### config.mk
export PLATFORM = sky130hd
export DESIGN_NAME = mem_port_arbiter
export DESIGN_NICKNAME = d
export VERILOG_FILES = /design/src/rtl/mem_port_arbiter.sv
export SDC_FILE = /design/constraint.sdc
export NUM_CORES = 1
export LEC_CHECK = 0
export CORE_MARGIN = 2
export CORE_UTILIZATION = 30
export CTS_BUF_LIST = sky130_fd_sc_hd__clkbuf_4 sky130_fd_sc_hd__clkbuf_8 sky130_fd_sc_hd__clkbuf_16
export CTS_CLUSTER_DIAMETER = 150
export DETAILED_ROUTE_END_ITERATION = 8
export HOLD_SLACK_MARGIN = 0.02
export PLACE_DENSITY = 0.77
export SYNTH_ARGS = -nofsm -noshare
export SYNTH_HDL_FRONTEND = slang
export SYNTH_SLANG_ARGS = --single-unit
export TNS_END_PERCENT = 10
### constraint.sdc
create_clock -name clk -period 2 [get_ports clk]
set_input_delay 0.4 -clock clk [delete_from_list [all_inputs] [get_ports clk]]
set_output_delay 0.4 -clock clk [all_outputs]
set_load 0.005 [all_outputs]
### src/rtl/mem_port_arbiter.sv
// Three-way arbiter in front of a single synchronous memory: instruction fetch,
// data load/store and a debug/loader port. Fixed priority dbg > data > fetch.
// Fetch is promoted above data once it has been refused for WAIT_MAX cycles in
// a row. A halt mode drains the one possible in-flight access and then gives
// the debug port sole ownership of the memory.
module mem_port_arbiter #(
    parameter int AW       = 8,
    parameter int DW       = 8,
    parameter int WAIT_MAX = 3,
    parameter int CW       = 2
) (
    input  logic          clk,
    input  logic          rst_n,
    // instruction fetch
    input  logic          if_req,
    input  logic [AW-1:0] if_addr,
    output logic          if_gnt,
    output logic          if_ack,
    // data load/store
    input  logic          d_req,
    input  logic [AW-1:0] d_addr,
    input  logic [DW-1:0] d_wdata,
    input  logic          d_we,
    output logic          d_gnt,
    output logic          d_ack,
    // debug/loader
    input  logic          dbg_req,
    input  logic [AW-1:0] dbg_addr,
    input  logic [DW-1:0] dbg_wdata,
    input  logic          dbg_we,
    output logic          dbg_gnt,
    output logic          dbg_ack,
    input  logic          dbg_halt,
    output logic          halted,
    // memory side
    output logic [AW-1:0] mem_addr,
    output logic [DW-1:0] mem_wdata,
    output logic          mem_we,
    input  logic [DW-1:0] mem_rdata,
    output logic [DW-1:0] rdata
);

    typedef enum logic [1:0] {
        ST_NORMAL = 2'd0,
        ST_DRAIN  = 2'd1,
        ST_DEBUG  = 2'd2
    } state_t;

    // Grant and ack vectors use bit 0 = fetch, bit 1 = data, bit 2 = debug.
    state_t          state_q;
    logic            halted_q;
    logic [2:0]      ack_q;
    logic [CW-1:0]   starv_q;
    logic [CW-1:0]   starv_d;
    logic [AW-1:0]   last_addr_q;
    logic [2:0]      gnt;
    logic            normal_arb;
    logic            boost;
    logic            debug_hold;

    // Leaving DEBUG re-enables normal arbitration in the same cycle that
    // dbg_halt drops, so the state register alone is not enough here.
    assign debug_hold = (state_q == ST_DEBUG) && dbg_halt;
    assign normal_arb = (state_q == ST_NORMAL) || ((state_q == ST_DEBUG) && !dbg_halt);
    assign boost      = (starv_q == CW'(WAIT_MAX)) && if_req;

    // Select at most one winner; nothing is granted while reset is held or while draining.
    always_comb begin
        gnt = 3'b000;
        if (rst_n) begin
            if (normal_arb) begin
                if (dbg_req) begin
                    gnt = 3'b100;
                end else if (boost) begin
                    gnt = 3'b001;
                end else if (d_req) begin
                    gnt = 3'b010;
                end else if (if_req) begin
                    gnt = 3'b001;
                end
            end else if (debug_hold) begin
                gnt = {dbg_req, 2'b00};
            end
        end
    end

    // Steer the winner onto the memory port; an idle port keeps its last address.
    always_comb begin
        mem_addr  = last_addr_q;
        mem_wdata = '0;
        mem_we    = 1'b0;
        if (!rst_n) begin
            mem_addr = '0;
        end else if (gnt[2]) begin
            mem_addr  = dbg_addr;
            mem_wdata = dbg_wdata;
            mem_we    = dbg_we;
        end else if (gnt[1]) begin
            mem_addr  = d_addr;
            mem_wdata = d_wdata;
            mem_we    = d_we;
        end else if (gnt[0]) begin
            mem_addr = if_addr;
        end
    end

    // Count consecutive refused fetch cycles, saturating; frozen while debug owns memory.
    always_comb begin
        starv_d = starv_q;
        if (!debug_hold) begin
            if (!if_req || gnt[0]) begin
                starv_d = '0;
            end else if (starv_q != CW'(WAIT_MAX)) begin
                starv_d = starv_q + CW'(1);
            end
        end
    end

    // Halt sequencing: NORMAL -> DRAIN -> DEBUG, with halted registered alongside the state.
    always_ff @(posedge clk) begin
        if (!rst_n) begin
            state_q  <= ST_NORMAL;
            halted_q <= 1'b0;
        end else begin
            case (state_q)
                ST_NORMAL: begin
                    state_q  <= dbg_halt ? ST_DRAIN : ST_NORMAL;
                    halted_q <= 1'b0;
                end
                ST_DRAIN: begin
                    state_q  <= dbg_halt ? ST_DEBUG : ST_NORMAL;
                    halted_q <= dbg_halt;
                end
                ST_DEBUG: begin
                    state_q  <= dbg_halt ? ST_DEBUG : ST_NORMAL;
                    halted_q <= dbg_halt;
                end
                default: begin
                    state_q  <= ST_NORMAL;
                    halted_q <= 1'b0;
                end
            endcase
        end
    end

    // Acks follow grants by one cycle; reset drops any ack still pending.
    always_ff @(posedge clk) begin
        if (!rst_n) begin
            ack_q       <= 3'b000;
            starv_q     <= '0;
            last_addr_q <= '0;
        end else begin
            ack_q   <= gnt;
            starv_q <= starv_d;
            if (gnt != 3'b000) begin
                last_addr_q <= mem_addr;
            end
        end
    end

    assign if_gnt  = gnt[0];
    assign d_gnt   = gnt[1];
    assign dbg_gnt = gnt[2];
    assign if_ack  = ack_q[0];
    assign d_ack   = ack_q[1];
    assign dbg_ack = ack_q[2];
    assign halted  = halted_q;
    assign rdata   = mem_rdata;

endmodule

Word-level counts from Yosys, hierarchy flattened
Cells that the tools add are included.
{"block": "word_totals", "reg_bits": 16, "input_bits": 56, "output_inout_bits": 32}
{"block": "classes", "n_addsub": 1, "eq_ne": 4, "n_mux": 22, "bitwise": 1, "n_reduce_logical": 13}
{"cell": "$mux W8", "count": 7}
{"cell": "$mux W3", "count": 4}
{"cell": "$mux W2", "count": 5}
{"cell": "$mux W1", "count": 5}
{"cell": "$eq A2 B2 Y1 const B", "count": 2}
{"cell": "$pmux W2 S2", "count": 1}
{"cell": "$reduce_and A2 Y1", "count": 2}
{"cell": "$logic_and A1 B1 Y1", "count": 3}
{"cell": "$reduce_bool A3 Y1", "count": 1}
{"cell": "$add A2 B1 Y2 const B", "count": 1}
{"cell": "$eq A2 B1 Y1 const B", "count": 1}
{"cell": "$logic_not A1 Y1", "count": 2}
{"cell": "$logic_not A2 Y1", "count": 1}
{"cell": "$logic_or A1 B1 Y1", "count": 2}
{"cell": "$ne A2 B2 Y1 const B", "count": 1}
{"cell": "$reduce_bool A2 Y1", "count": 1}
{"cell": "$reduce_or A2 Y1", "count": 1}
{"cell": "$not A1 Y1", "count": 1}

Longest topological paths before layout
Gate-level depths: netlist of the first run.
{"block": "depth", "depth_word": 10, "ltp_mapped": 7, "mapped_depth_nobuf": 6}

Least setup slack after synthesis of the first run
No wires, ideal clock.
{"block": "synth_path", "path_type": "flip-flop to output port", "start": "register state_q[0]", "end": "output mem_wdata[2]", "t_arrival_ns": 1.542, "setup_slack_ns": 0.058, "stages_incl_launch_ff": 8, "n_path_buf": 2, "path_cell_list": "dfxtp_1 > inv_1 > ha_1 > or2_1 > and3_4 > buf_6 > buf_6 > a22o_1"}
{"block": "synth_via", "elab_chain_cells": 8}
{"item": "start, declared", "line_no": "50", "rtl": "state_t state_q;"}
{"item": "start signal, assigned", "line_no": "127", "rtl": "state_q <= dbg_halt ? ST_DRAIN : ST_NORMAL;"}
{"item": "start signal, assigned", "line_no": "131", "rtl": "state_q <= dbg_halt ? ST_DEBUG : ST_NORMAL;"}
{"item": "start signal, assigned", "line_no": "135", "rtl": "state_q <= dbg_halt ? ST_DEBUG : ST_NORMAL;"}
{"item": "$eq A2 B2 Y1", "line_no": "63, 64"}
{"item": "$logic_and A1 B1 Y1", "line_no": "64", "rtl": "assign normal_arb = (state_q == ST_NORMAL) || ((state_q == ST_DEBUG) && !dbg_halt);"}
{"item": "$logic_or A1 B1 Y1", "line_no": "64"}
{"item": "$mux W3 (*)", "line_no": "71", "rtl": "if (normal_arb) begin"}
{"item": "$mux W3 (*)", "line_no": "70", "rtl": "if (rst_n) begin"}
{"item": "$mux W8", "line_no": "98", "rtl": "end else if (gnt[1]) begin"}
{"item": "$mux W8 (*)", "line_no": "94", "rtl": "end else if (gnt[2]) begin"}
{"item": "$mux W8 (*)", "line_no": "92", "rtl": "if (!rst_n) begin"}
{"item": "end, declared", "line_no": "37", "rtl": "output logic [DW-1:0] mem_wdata,"}
Mark *: on every way between the ends. The rest lies on a longest branch, timed or not.

Worst setup path in the final report of the first run
{"block": "layout_path", "start": "register state_q[0]", "end": "output mem_addr[3]"}
{"block": "layout_via", "elab_chain_cells": 9}
{"item": "$eq A2 B2 Y1", "line_no": "63, 64"}
{"item": "$logic_and A1 B1 Y1", "line_no": "64"}
{"item": "$logic_or A1 B1 Y1", "line_no": "64"}
{"item": "$mux W3 (*)", "line_no": "71"}
{"item": "$mux W3 (*)", "line_no": "70"}
{"item": "$mux W8", "line_no": "102", "rtl": "end else if (gnt[0]) begin"}
{"item": "$mux W8", "line_no": "98"}
{"item": "$mux W8 (*)", "line_no": "94"}
{"item": "$mux W8 (*)", "line_no": "92"}
{"item": "end, declared", "line_no": "36", "rtl": "output logic [AW-1:0] mem_addr,"}
Marked as above.

==> metrics, run 1 <==
Clock Sink Count=16; global-route wire length before repair=6479 um; total instance count after detailed placement=242; Clock H-tree levels=1; final setup violation count=19; Remaining Overflow, GRT=0; TritonCTS Buffers=3; worst path cell trace=inv_4 > ha_4 > nor2b_4 > o221ai_4 > buf_12 > buf_6 > a221oi_4 > a21o_1 > buf_2; antenna-violating nets left=0; summed instance area of the synthesized netlist=0.001136 mm^2; antenna cell count=0; result of the run=finished, violations left; total of flip-flops plus latches after synthesis=16; type of the setup path with the least slack=register to primary output; clock insertion delay at the later pin of the skew report=0.26 ns; leading register cell type out of synthesis=sky130_fd_sc_hd__dfxtp_1; Max stage delay on crit path=0.34 ns; time the worst path needs with I/O delays and setup=2.338 ns; part of the Yosys area used for sequential elements=28.19%; initial antenna violation count=0; post-synthesis async set-or-reset flop share=0%; Gate power share=39.2%; Critical Path AT=1.94 ns; die width=65.54 um; TritonCTS clock tree=built; detailed placer's ending HPWL=2685 um; number of global-route vias before repair=1353; period utilization=116.9%; Detailed Route Iter0 Violations=26; leakage dissipation=1.076 nW; maximum number of pins on one net before global-route repair=10; count of unique library cells instantiated by Yosys=31; wire length after detailed routing=4177 um; min-delay worst type=register to register; relative contribution of sequential cells to total power=32.3%; detail-routed net length per standard cell=15.94 um; gate count of the mapped netlist=116; Crit. End Element=primary output; Clk network pwr share=28.5%; max_slew headroom=73.82%; row count=22; P_sw=0.0003174 W; number of buffers inserted by port buffering=71; share of layout cells above drive strength 1=44.39%; Worst Setup Slack, final=-0.3383 ns; required time worst endpoint=1.60 ns; max-cap viol count=0; Die ar.=0.004295 mm^2; final net count=275; setup_tns=-4.317 ns; library cell used as clock root buffer=sky130_fd_sc_hd__clkbuf_8; type of element launching the critical path=register; Initial Util=31.03%; setup repair after global routing missed its margin=yes; worst setup skew after layout=0.001512 ns; total power per unit cell area=469.5 mW/mm^2; post-DR vias/cell=4.947; total global routing track utilization=20.17%; Final Hold Fails=0; height of the die=65.54 um; final weighted congestion in routability-driven placement=0.8437; syn avg cell area=9.794 um^2; violated checks=negative setup slack; Worst path slowest cell=sky130_fd_sc_hd__dfxtp_2; cell-internal power=0.0007699 W; largest driver fanout on the critical path=8; layout overhead on the synthesized area=103.9%; switching part of the total power=29.19%; pin slew with the least headroom to its limit=0.3876 ns; routed vias=1296; Yosys Warn Count=0; Std-Cell Core Area=0.003661 mm^2; maximum resistive drop on vdd=0.2255 mV; IO Pins=88; first drt pass iteration count=4; hold bufs inserted after CTS=0; number of standard cells in the layout, taps in and fillers out=262; clock-pin transition on the worst setup and hold timing paths=0.07 ns; Slew Viols, Final=0; # DRC=0; synthesized netlist net count=176; count of flip-flops with a built-in enable after synthesis=0; max frequency=427.7 MHz; largest buffer count on any clock path=2
[per-layer routing]
layer / vias to the layer above / wire length (um) / GRT usage (%)
li1: 635 / - / -
met1: 599 / 1487 / 19.33
met2: 53 / 2254 / 39.92
met3: 9 / 336 / 3.938
met4: 0 / 99 / 10.42
met5: - / 0 / 0
[cell type report]
class | instances | area (um^2)
tap | 48 | 60.06
multi-input combinational | 75 | 874.6
inverter | 12 | 50.05
timing repair buffer | 107 | 953.4
fill | 300 | 1345
clock buffer | 4 | 55.05
sequential | 16 | 322.8
[power groups by stage]
stage	clock [W]	sequential (W)	combinational (W)
6_report	0.000310	0.000351	0.000427
5_1_grt	0.000327	0.000353	0.000454
4_1_cts	0.000311	0.000349	0.000418
3_5_place_dp	0	0.000355	0.000352
3_3_place_gp	0	0.000354	0.000345
2_1_floorplan	0	0.000354	0.000154
[critical path: cells and delay by family, from the launching register on]
kind	cells	cell delay [ns]
fa+ha+maj	1	0.12
flops	1	0.34
compound gates	3	0.55
simple gates	1	0.19
buf+inv	4	0.46
[flip-flops by register name, indices dropped and copies added (netlist names)]
register / cells
starv_q: 2
last_addr_q: 8
halted: 1
ack_q: 3
state_q: 2
[cells in the mapped netlist (2+ instances only)]
library cell                n  area [um^2]
sky130_fd_sc_hd__a21o_1    16        120.1
sky130_fd_sc_hd__dfxtp_1   16        320.3
sky130_fd_sc_hd__inv_1     11        41.29
sky130_fd_sc_hd__a22o_1     9        78.83
sky130_fd_sc_hd__a221oi_2   8        120.1
sky130_fd_sc_hd__buf_4      8        60.06
sky130_fd_sc_hd__o32ai_1    8        70.07
sky130_fd_sc_hd__buf_6      4        45.04
sky130_fd_sc_hd__ha_1       4        50.05
sky130_fd_sc_hd__and3_1     3        18.77
sky130_fd_sc_hd__nand2_1    3        11.26
sky130_fd_sc_hd__buf_2      2        10.01
sky130_fd_sc_hd__nor2_1     2        7.510
sky130_fd_sc_hd__nor2b_1    2        12.51
sky130_fd_sc_hd__nor3_1     2        10.01
sky130_fd_sc_hd__o211ai_1   2        15.01
sky130_fd_sc_hd__o41ai_1    2        17.52
[stage by stage]
| stage | hold WS (ns) | setup slack (ns) | cell area [um^2] | utilization, % | total power, W |
|---|---|---|---|---|---|
| 6_report | 0.5448 | -0.3383 | 2316 | 63.26 | 0.001087 |
| 5_1_grt | 0.5680 | -0.3829 | 2316 | 63.26 | 0.001134 |
| 4_1_cts | 0.5216 | -0.2767 | 2313 | 63.19 | 0.001079 |
| 3_5_place_dp | 0.4999 | -0.7254 | 1962 | 53.59 | 0.0007065 |
| 3_3_place_gp | 0.4841 | -0.6742 | 1962 | 53.59 | 0.0006988 |
| 2_1_floorplan | 0.4694 | 0.05791 | 1136 | - | 0.0005086 |
[logic make-up after synthesis]
group | count (synthesis) | synth area share [%]
AOI/OAI and AO/OA | 51 | 42.73
buffers and inverters | 26 | 14.10
and+or+nand+nor | 19 | 10.57
DFF | 16 | 28.19
adders and majority gates | 4 | 4.405
[path summary, 6_finish.rpt]
check                           startpoint           to  slack (ns)  cells after the start
worst min register to register  starv_q[1]   starv_q[1]        0.54                      2
worst min-delay path            starv_q[1]   starv_q[1]        0.54                      2
worst max-delay path            state_q[0]  mem_addr[3]       -0.34                      9
worst max register to register  state_q[0]   starv_q[0]        0.16                      9
[cell usage in the layout, fill, tap and decap left out, types with 2 or more instances in the layout]
| cell type | count |
|---|---|
| sky130_fd_sc_hd__a21o_1 | 16 |
| sky130_fd_sc_hd__a221oi_2 | 3 |
| sky130_fd_sc_hd__a221oi_4 | 5 |
| sky130_fd_sc_hd__a22o_1 | 9 |
| sky130_fd_sc_hd__and3_1 | 3 |
| sky130_fd_sc_hd__buf_12 | 2 |
| sky130_fd_sc_hd__buf_2 | 17 |
| sky130_fd_sc_hd__buf_4 | 26 |
| sky130_fd_sc_hd__buf_6 | 7 |
| sky130_fd_sc_hd__clkbuf_2 | 2 |
| sky130_fd_sc_hd__clkbuf_8 | 4 |
| sky130_fd_sc_hd__clkdlybuf4s50_1 | 46 |
| sky130_fd_sc_hd__dfxtp_1 | 14 |
| sky130_fd_sc_hd__dfxtp_2 | 2 |
| sky130_fd_sc_hd__dlygate4sd2_1 | 5 |
| sky130_fd_sc_hd__ha_4 | 2 |
| sky130_fd_sc_hd__inv_1 | 9 |
| sky130_fd_sc_hd__inv_4 | 2 |
| sky130_fd_sc_hd__nand2_1 | 3 |
| sky130_fd_sc_hd__nor2_1 | 2 |
| sky130_fd_sc_hd__nor2_4 | 2 |
| sky130_fd_sc_hd__o211ai_1 | 2 |
| sky130_fd_sc_hd__o32ai_2 | 6 |
| sky130_fd_sc_hd__o32ai_4 | 2 |
| sky130_fd_sc_hd__o41ai_1 | 2 |
[what timing repair did]
item                       4_1_cts  5_1_grt
setup endpoints to repair       20       20
pin swaps                       24        5
gates cloned                     2        0
setup buffers                   14        1
resized for setup              119        4
Note: power is estimated with default switching activity, not from simulation.
==> inputs of run 2 (changes only) <==
--- a/config.mk
+++ b/config.mk
@@ -9,6 +9,7 @@
 export CORE_UTILIZATION = 30
 export CTS_BUF_LIST = sky130_fd_sc_hd__clkbuf_4 sky130_fd_sc_hd__clkbuf_8 sky130_fd_sc_hd__clkbuf_16
 export CTS_CLUSTER_DIAMETER = 150
+export CTS_CLUSTER_SIZE = 12
 export DETAILED_ROUTE_END_ITERATION = 8
 export HOLD_SLACK_MARGIN = 0.02
 export PLACE_DENSITY = 0.77
==> results of run 2 <==
The final DEF is identical to that of run 1; final timing and power are the same.
==> inputs of run 3 (changes only) <==
--- a/config.mk
+++ b/config.mk
@@ -12,7 +12,7 @@
 export CTS_CLUSTER_SIZE = 12
 export DETAILED_ROUTE_END_ITERATION = 8
 export HOLD_SLACK_MARGIN = 0.02
-export PLACE_DENSITY = 0.77
+export PLACE_DENSITY_LB_ADDON = 0.12
 export SYNTH_ARGS = -nofsm -noshare
 export SYNTH_HDL_FRONTEND = slang
 export SYNTH_SLANG_ARGS = --single-unit
==> run 3 against run 2 <==
- the run still ends with negative setup slack left
- via count is 2.2% higher
- sequential cell count stayed put
- final cell count is 0.76% higher
- die area stayed put
==> metrics, run 3 (synthesis results as in run 1) <==
result of the run=finished, violations left (unchanged); violated checks=negative setup slack (unchanged); height of the die=65.54 um (unchanged); global-route wire length before repair=6555 um (was 6479 um); # DRC=0 (unchanged); antenna cell count=0 (unchanged); IO Pins=88 (unchanged); minimum setup slack after placement=-0.7356 ns (was -0.7254 ns); row count=22 (unchanged); type of element launching the critical path=register (unchanged); Die ar.=0.004295 mm^2 (unchanged); detail-routed net length per standard cell=15.97 um (was 15.94 um); hold bufs inserted after CTS=0 (unchanged); met3 Track Usage GR=6.336% (was 3.938%); Worst path slowest cell=sky130_fd_sc_hd__dfxtp_2 (unchanged); total power per unit cell area=440.1 mW/mm^2 (was 469.5 mW/mm^2); largest driver fanout on the critical path=5 (was 8); setup_tns=-3.706 ns (was -4.317 ns); antenna-violating nets left=0 (unchanged); max frequency=444.1 MHz (was 427.7 MHz); required time worst endpoint=1.60 ns (about the same); number of global-route vias before repair=1399 (was 1353); leakage dissipation=1.062 nW (was 1.076 nW); Critical Path AT=1.85 ns (was 1.94 ns); Clock H-tree levels=1 (unchanged); Max stage delay on crit path=0.33 ns (was 0.34 ns); setup repair after global routing missed its margin=yes (unchanged); maximum resistive drop on vdd=0.3818 mV (was 0.2255 mV); worst path cell trace=inv_4 > ha_4 > nor2b_4 > o221ai_4 > buf_6 > a221oi_4 > a21o_1 > buf_2 (was inv_4 > ha_4 > nor2b_4 > o221ai_4 > buf_12 > buf_6 > a221oi_4 > a21o_1 > buf_2); most flop-heavy register=last_addr_q (unchanged); min-delay worst type=register to register (unchanged); Worst Setup Slack, final=-0.2520 ns (was -0.3383 ns); type of the setup path with the least slack=register to primary output (unchanged); detailed placer's ending HPWL=2848 um (was 2685 um); Remaining Overflow, GRT=0 (unchanged); most frequent cells in the layout=47 x sky130_fd_sc_hd__clkdlybuf4s50_1, 27 x sky130_fd_sc_hd__buf_4, 16 x sky130_fd_sc_hd__a21o_1, 16 x sky130_fd_sc_hd__buf_2, 12 x sky130_fd_sc_hd__dfxtp_1 (was 46 x sky130_fd_sc_hd__clkdlybuf4s50_1, 26 x sky130_fd_sc_hd__buf_4, 17 x sky130_fd_sc_hd__buf_2, 16 x sky130_fd_sc_hd__a21o_1, 14 x sky130_fd_sc_hd__dfxtp_1); library cell used as clock root buffer=sky130_fd_sc_hd__clkbuf_8 (unchanged); most common cell after layout, fill and taps aside=sky130_fd_sc_hd__clkdlybuf4s50_1 (unchanged); Crit. End Element=primary output (unchanged); total global routing track utilization=19.78% (was 20.17%); finished layout cell area=0.002317 mm^2 (was 0.002316 mm^2); maximum number of pins on one net before global-route repair=11 (was 10); TritonCTS clock tree=built (unchanged); PnR Total Power=0.001020 W (was 0.001087 W); routing layer with the top usage in global route=met2 (unchanged); final weighted congestion in routability-driven placement=0.8160 (was 0.8437); layout overhead on the synthesized area=104.0% (was 103.9%); worst setup skew after layout=0.002672 ns (was 0.001512 ns); TritonCTS Buffers=3 (unchanged); Placed Area=0.001954 mm^2 (was 0.001962 mm^2); routed vias=1325 (was 1296); final setup violation count=18 (was 19); share of layout cells above drive strength 1=42.13% (was 44.39%); Clock Sink Count=16 (unchanged); time the worst path needs with I/O delays and setup=2.252 ns (was 2.338 ns); clock-pin transition on the worst setup and hold timing paths=0.06 ns (was 0.07 ns); final net count=278 (was 275); post-DR vias/cell=5.019 (was 4.947); wire length after detailed routing=4217 um (was 4177 um); Initial Util=31.03% (unchanged); max-cap viol count=0 (unchanged); first drt pass iteration count=4 (unchanged); initial antenna violation count=0 (unchanged); top flop regs=last_addr_q: 8 flops, ack_q: 3 flops (unchanged); Slew Viols, Final=0 (unchanged); max_slew headroom=69.92% (was 73.82%); met2 demand-to-capacity share in global routing=35.84% (was 39.92%); number of buffers inserted by port buffering=71 (unchanged); Fillers=303 (was 300); clock insertion delay at the later pin of the skew report=0.25 ns (was 0.26 ns); period utilization=112.6% (was 116.9%); Detailed Route Iter0 Violations=24 (was 26); pin slew with the least headroom to its limit=0.4498 ns (was 0.3876 ns); final core utilization=63.29% (was 63.26%); global-route track usage on met1=21.73% (was 19.33%); largest buffer count on any clock path=2 (unchanged); number of flip-flops in the largest register=8 (unchanged); die width=65.54 um (unchanged); Final Hold Fails=0 (unchanged); Std-Cell Core Area=0.003661 mm^2 (unchanged)
## run 3: through the flow
step	instances	hold slack [ns]
floorplan	116	0.4694
global placement	241	0.4888
detailed placement	241	0.5144
CTS	264	0.5379
global route	264	0.5608
finish	264	0.5314
## run 3: metal layers
metal	wire (um)	share of wire, %	vias to the layer above
li1	-	-	636
met5	0	0	-
met4	79	1.9	0
met1	1606	38	622
met2	2114	50	54
met3	416	9.9	13
## run 3: timing repair
| item | in CTS | in global routing |
|---|---|---|
| gates resized for setup | 113 | 5 |
| cloned | 3 | 0 |
| endpoints found under the setup margin | 20 | 20 |
| pin swaps | 19 | 4 |
| buffers inserted | 17 | 0 |
## run 3: path summary, 6_finish.rpt
path | startpoint | end | slack, ns | cells past startpoint
setup / recovery | state_q[0] | mem_addr[5] | -0.25 | 8
hold / removal | starv_q[1] | starv_q[1] | 0.53 | 2
setup reg to reg | state_q[0] | starv_q[1] | 0.29 | 8
hold reg to reg | starv_q[1] | starv_q[1] | 0.53 | 2
## run 3: final cells by class
type	instances	area [um^2]	area share (%)
multi-input combinational	75	857.1	36.99
inverter	12	50.05	2.160
clock buffer	3	41.29	1.782
sequential	16	327.8	14.15
timing repair buffer	110	980.9	42.33
tap	48	60.06	2.592
## run 3: critical path: cells and delay by family (launching register included)
family          cells  cell delay [ns]
buf+inv             3             0.35
flops               1             0.33
simple gates        1             0.21
compound gates      3             0.58
fa+ha+maj           1             0.13
## run 3: report_power, final
group	switching [W]	internal [W]
sequential	0.00000927	0.000341
combinational	0.000172	0.000253
clock	0.000111	0.000134
total	0.000292	0.000727
